$ cat src/rtl/tlk2711_tx_pattern.sv
// TLK2711 transmit test-pattern generator: framed sequences of SOF, header, payload,
// checksum and EOF words separated by idle fill, one word per clock.
module tlk2711_tx_pattern (
    input  logic        clk,
    input  logic        rst,
    input  logic        i_start,
    input  logic        i_stop,
    input  logic [15:0] i_frame_len,
    input  logic [23:0] i_frame_num,
    input  logic [7:0]  i_gap,
    input  logic [15:0] i_seed,
    output logic        o_2711_tkmsb,
    output logic        o_2711_tklsb,
    output logic [15:0] o_2711_txd,
    output logic        o_busy,
    output logic        o_done,
    output logic [23:0] o_frame_cnt
);

    typedef enum logic [3:0] {
        ST_IDLE = 4'd0,
        ST_SOF  = 4'd1,
        ST_HDR0 = 4'd2,
        ST_HDR1 = 4'd3,
        ST_LEN  = 4'd4,
        ST_DATA = 4'd5,
        ST_CHK  = 4'd6,
        ST_EOF  = 4'd7,
        ST_GAP  = 4'd8
    } state_t;

    localparam logic [15:0] W_IDLE = 16'hBCC5;
    localparam logic [15:0] W_SOF  = 16'hFB50;
    localparam logic [15:0] W_EOF  = 16'hFDFE;

    state_t      state_r;
    state_t      state_next_s;
    logic        stop_pend_r;
    logic        stop_now_s;
    logic        last_frame_s;
    logic [15:0] len_r;
    logic [23:0] num_r;
    logic [7:0]  gap_r;
    logic [15:0] seed_r;
    logic [23:0] frame_idx_r;
    logic [15:0] cnt_r;
    logic [15:0] pay_r;
    logic [15:0] sum_r;
    logic [15:0] word_s;
    logic [1:0]  k_s;

    // Next-state decision; a stop seen in the deciding cycle counts as pending.
    always_comb begin
        state_next_s = state_r;
        stop_now_s   = stop_pend_r | i_stop;
        last_frame_s = (num_r != 24'd0) && ((frame_idx_r + 24'd1) == num_r);
        case (state_r)
            ST_IDLE: begin
                if (i_start && !i_stop) begin
                    state_next_s = ST_SOF;
                end else begin
                    state_next_s = ST_IDLE;
                end
            end
            ST_SOF:  state_next_s = ST_HDR0;
            ST_HDR0: state_next_s = ST_HDR1;
            ST_HDR1: state_next_s = ST_LEN;
            ST_LEN: begin
                if (len_r == 16'd0) begin
                    state_next_s = ST_CHK;
                end else begin
                    state_next_s = ST_DATA;
                end
            end
            ST_DATA: begin
                if (cnt_r == len_r) begin
                    state_next_s = ST_CHK;
                end else begin
                    state_next_s = ST_DATA;
                end
            end
            ST_CHK:  state_next_s = ST_EOF;
            ST_EOF: begin
                if (stop_now_s || last_frame_s) begin
                    state_next_s = ST_IDLE;
                end else if (gap_r == 8'd0) begin
                    state_next_s = ST_SOF;
                end else begin
                    state_next_s = ST_GAP;
                end
            end
            ST_GAP: begin
                if (cnt_r != {8'd0, gap_r}) begin
                    state_next_s = ST_GAP;
                end else if (stop_now_s) begin
                    state_next_s = ST_IDLE;
                end else begin
                    state_next_s = ST_SOF;
                end
            end
            default: state_next_s = ST_IDLE;
        endcase
    end

    // Word and K flags for the state about to be entered, so outputs can be registered.
    always_comb begin
        word_s = W_IDLE;
        k_s    = 2'b10;
        case (state_next_s)
            ST_IDLE: begin word_s = W_IDLE;                    k_s = 2'b10; end
            ST_SOF:  begin word_s = W_SOF;                     k_s = 2'b10; end
            ST_HDR0: begin word_s = frame_idx_r[23:8];         k_s = 2'b00; end
            ST_HDR1: begin word_s = {frame_idx_r[7:0], 8'h00}; k_s = 2'b00; end
            ST_LEN:  begin word_s = len_r;                     k_s = 2'b00; end
            ST_DATA: begin word_s = pay_r;                     k_s = 2'b00; end
            ST_CHK:  begin word_s = sum_r;                     k_s = 2'b00; end
            ST_EOF:  begin word_s = W_EOF;                     k_s = 2'b10; end
            ST_GAP:  begin word_s = W_IDLE;                    k_s = 2'b10; end
            default: begin word_s = W_IDLE;                    k_s = 2'b10; end
        endcase
    end

    // State, registered outputs and per-frame bookkeeping.
    always_ff @(posedge clk) begin
        if (rst) begin
            state_r      <= ST_IDLE;
            o_2711_txd   <= W_IDLE;
            o_2711_tkmsb <= 1'b1;
            o_2711_tklsb <= 1'b0;
            o_busy       <= 1'b0;
            o_done       <= 1'b0;
            o_frame_cnt  <= 24'd0;
            stop_pend_r  <= 1'b0;
            len_r        <= 16'd0;
            num_r        <= 24'd0;
            gap_r        <= 8'd0;
            seed_r       <= 16'd0;
            frame_idx_r  <= 24'd0;
            cnt_r        <= 16'd0;
            pay_r        <= 16'd0;
            sum_r        <= 16'd0;
        end else begin
            state_r      <= state_next_s;
            o_2711_txd   <= word_s;
            o_2711_tkmsb <= k_s[1];
            o_2711_tklsb <= k_s[0];
            o_busy       <= (state_next_s != ST_IDLE);
            o_done       <= (state_r != ST_IDLE) && (state_next_s == ST_IDLE);
            if (state_next_s == ST_IDLE) begin
                stop_pend_r <= 1'b0;
            end else if (i_stop) begin
                stop_pend_r <= 1'b1;
            end else begin
                stop_pend_r <= stop_pend_r;
            end
            case (state_r)
                ST_IDLE: begin
                    if (state_next_s == ST_SOF) begin
                        len_r       <= i_frame_len;
                        num_r       <= i_frame_num;
                        gap_r       <= i_gap;
                        seed_r      <= i_seed;
                        frame_idx_r <= 24'd0;
                        o_frame_cnt <= 24'd0;
                    end
                end
                ST_SOF: begin
                    pay_r <= seed_r;
                    sum_r <= 16'd0;
                    cnt_r <= 16'd0;
                end
                // cnt_r counts payload words already emitted.
                ST_LEN, ST_DATA: begin
                    if (state_next_s == ST_DATA) begin
                        pay_r <= pay_r + 16'd1;
                        sum_r <= sum_r + pay_r;
                        cnt_r <= cnt_r + 16'd1;
                    end
                end
                ST_CHK: o_frame_cnt <= o_frame_cnt + 24'd1;
                ST_EOF: begin
                    if (state_next_s != ST_IDLE) begin
                        frame_idx_r <= frame_idx_r + 24'd1;
                        cnt_r       <= 16'd1;
                    end
                end
                ST_GAP: cnt_r <= cnt_r + 16'd1;
                default: cnt_r <= cnt_r;
            endcase
        end
    end

endmodule

$ cat config.mk
export PLATFORM = sky130hd
export DESIGN_NAME = tlk2711_tx_pattern
export DESIGN_NICKNAME = d
export VERILOG_FILES = /design/src/rtl/tlk2711_tx_pattern.sv
export SDC_FILE = /design/constraint.sdc
export NUM_CORES = 1
export LEC_CHECK = 0
export CORE_MARGIN = 2
export CORE_UTILIZATION = 45
export CTS_CLUSTER_SIZE = 10
export DETAILED_ROUTE_END_ITERATION = 16
export PLACE_DENSITY = 0.68
export SYNTH_ARGS = -nofsm -noshare
export SYNTH_HDL_FRONTEND = slang
export SYNTH_SLANG_ARGS = --single-unit
$ cat constraint.sdc
create_clock -name clk -period 2.75 [get_ports clk]
set_input_delay 0.55 -clock clk [delete_from_list [all_inputs] [get_ports clk]]
set_output_delay 0.55 -clock clk [all_outputs]
set_load 0.02 [all_outputs]
==> impl_metrics.py <==
metrics = {
    "status": {
        "status": "finished with violations",
        "violations": "setup timing",
    },
    "pwr": {
        "leakage_nw": 4.97,
        "power.density_mw_per_mm2": 487,
        "peakVddDrop_uv": 331,
    },
    "routing": {
        "first_pass_iters": 6,
        "num_vias": 11000,
        "top_layer": "met4",
        "wl_met3_microns": 2710,
        "finalWirelength_microns": 34500,
        "via_per_inst": 6.06,
        "m1WireLength_microns": 15000,
        "drc": 0,
        "avgRoutedWirePerCell_microns": 19.0,
        "wl_met2_microns": 15800,
        "drt_iter0_markers": 973,
        "postRouteAntennaNets": 0,
    },
    "timing": {
        "relSlewSlack_pct": 44.7,
        "setup_viol": 9,
        "fin_crit_ps": 2800,
        "finalHoldViolations": 0,
        "layout_setup_ws_ps": -50.2,
        "drv_slew": 0,
        "clock.fmax_mhz": 357,
        "tightest_slew_ps": 827,
        "rsz0062_at_grt": "yes",
        "hold_slack_ps": 459,
        "fin_crit_sh_pct": 102,
        "skew_ps": 10.7,
    },
    "die": {
        "num_rows": 55,
        "core_sq_mm": 0.0226,
        "start_util_pct": 45.8,
        "chipWidth_microns": 156,
        "die-area_sq_mm": 0.0242,
        "num_io_pins": 112,
        "die_h_microns": 156,
    },
    "cells_and_area": {
        "fin_area_sq_mm": 0.0137,
        "num_antenna_cells": 0,
        "fillers": 2004,
        "register_area_sq_mm": 0.00370,
        "final_cells": 1817,
        "multi_input_area_sq_mm": 0.00651,
        "drive_gt1_share_pct": 18.2,
        "nets": 1608,
        "area_delta_synth_final_pct": 32.0,
    },
    "worst_setup_path": {
        "critPathArrivalTime_ps": 3150,
        "critPathMaxStageDelay_ps": 470,
        "worstSetupPathType": "reg2reg",
        "path_max_fanout": 7,
        "cp.required_ps": 3100,
        "r2r_cells": 10,
        "endpoint_kind": "flip-flop",
        "cp-start-kind": "flip-flop",
        "critPathSlowestCell": "or4_4",
        "path_cells": "ha_4 > and3_4 > nand3_4 > or4_4 > a221o_1 > nor4_4 > a21o_4 > a31oi_4 > buf_6 > o31ai_2",
    },
    "yosys": {
        "ys_warn_count": 0,
        "synth_ff_type": "dfxtp_1",
        "post_synth_num_cell_types": 76,
        "synth_top_cell_by_area": "dfxtp_1",
        "synth-simple-area-share_pct": 26.4,
        "netlist_top_cells_count": "nand2_1 (233), dfxtp_1 (184), a21oi_1 (144), nor2_1 (92), clkbuf_1 (78)",
        "synth_top_family_by_area": "simple AND/OR/NAND/NOR gates",
        "ys_top_cells_by_area": "dfxtp_1 (36%), nand2_1 (8.5%), a21oi_1 (7.0%)",
        "synth.area.mux_share_pct": 0.399,
        "synth_xor_area_share_pct": 5.64,
        "syn_avg_cell_area_sq_um": 7.72,
        "yosysSeqAreaShare_pct": 35.6,
        "synth_compound_area_share_pct": 24.3,
        "synth_top_area_share_pct": 35.6,
        "synth_nets": 1429,
        "ys_ff_latch": 184,
        "synthCells": 1341,
        "synth_edf_count": 0,
        "synth_fa_ha_area_share_pct": 2.49,
        "yosysMostFrequentCell": "nand2_1",
        "synthArstFlopShare_pct": 0,
        "syn-cell-area_sq_mm": 0.0103,
    },
    "placed_design": {
        "gp_congestion": 0.967,
        "placed_cells": 1772,
        "post-dp-hpwl_microns": 24400,
        "dpl_cell_area_sq_mm": 0.0125,
        "io_buffers": 110,
    },
    "min_path": {
        "hold_path.class": "reg2reg",
        "whs_path_depth": 2,
    },
    "global_routing": {
        "overflow": 0,
        "antenna_found_initial": 0,
        "grt_max_degree": 57,
        "grt_pass1_vias": 10100,
        "grt_pass1_wl_microns": 53600,
        "grt.total_usage_pct": 27.7,
    },
    "clock_network": {
        "h-tree-depth": 4,
        "cts_buffers": 17,
        "clockBufferDepth": 2,
        "cts_sinks": 184,
        "cts_tree": "done",
        "hold_buffers": 0,
        "clk_latency_ps": 440,
        "cts_root_buffer": "clkbuf_16",
        "clk_pin_slew_ps": 70,
    },
    "run": {
        "cap_viol_max_count": 0,
    },
}
cell usage in the layout, fill, tap and decap left out, drive strengths merged, types with 15 or more instances in the layout:
cell type        n
a31oi           29
buf            154
a21oi          144
xnor2           39
nor3            29
o21ai           53
and3            24
nor2            92
a311oi          20
nand2          235
nor4            30
inv             25
clkdlybuf4s50  109
ha              19
dfxtp          184
clkbuf          20
a211oi          15
nand3           44
nand4           26
xor2            25
layer usage:
layer | GRT usage, % | vias up
li1 | - | 5247
met1 | 37.5 | 5232
met2 | 44.1 | 461
met3 | 5.28 | 77
met4 | 10.3 | 0
met5 | 0 | -
registers in the layout, indices dropped and copies added, names as in the netlist, 8 cells and up:
signal,cells
o_frame_cnt,24
num_r,24
pay_r,16
o_2711_txd,16
sum_r,16
len_r,16
cnt_r,16
gap_r,8
frame_idx_r,24
seed_r,16
worst max-delay path: cells and delay by family, from the launching register on:
kind,cells,cell delay (ps)
buf+inv,1,200
flops,1,370
fa+ha+maj,1,130
simple gates,4,970
compound gates,4,1030
final cells by class:
class	instances	area share, %
clock buffers	19	3.24
flip-flops and latches	184	27.1
repair buffers	264	17.6
multi-input cells	1031	47.7
inverters	22	0.605
well taps	285	2.61
clock inverters	12	1.19
worst paths after layout:
| kind | startpoint | endpoint | slack, ps |
|---|---|---|---|
| max reg2reg | frame_idx_r[1] | cnt_r[11] | -50 |
| min | seed_r[6] | seed_r[6] | 460 |
| min reg2reg | seed_r[6] | seed_r[6] | 460 |
| max | frame_idx_r[1] | cnt_r[11] | -50 |
power breakdown:
group          internal [W]  switching (W)
Combinational      0.000529       0.000661
Sequential          0.00278       0.000103
Clock               0.00146        0.00112
cell families after synthesis:
logic type	after synthesis
mux	4
buf+inv	126
fa+ha+maj	20
flops	184
other cells	1
xor+xnor	65
simple gates	563
compound gates	378
metrics by stage:
step / setup slack [ps] / power [W] / utilization [%] / setup TNS [ps]
after floorplan: -13.4 / 0.00354 / - / -33.4
after global placement: -289 / 0.00404 / 55.5 / -10510
after detailed placement: -353 / 0.00405 / 55.5 / -11790
after CTS: -5.57 / 0.00663 / 58.9 / -9.68
after global routing: -121 / 0.00689 / 60.5 / -2150
final: -50.2 / 0.00666 / 60.5 / -140
timing repair:
item,CTS,global route
buffers inserted,10,3
cloned,0,1
resized for setup,26,73
setup endpoints to repair,61,58
pin swaps,5,27
endpoints found under the hold margin,0,0
Power figures use the tool's default switching activity.
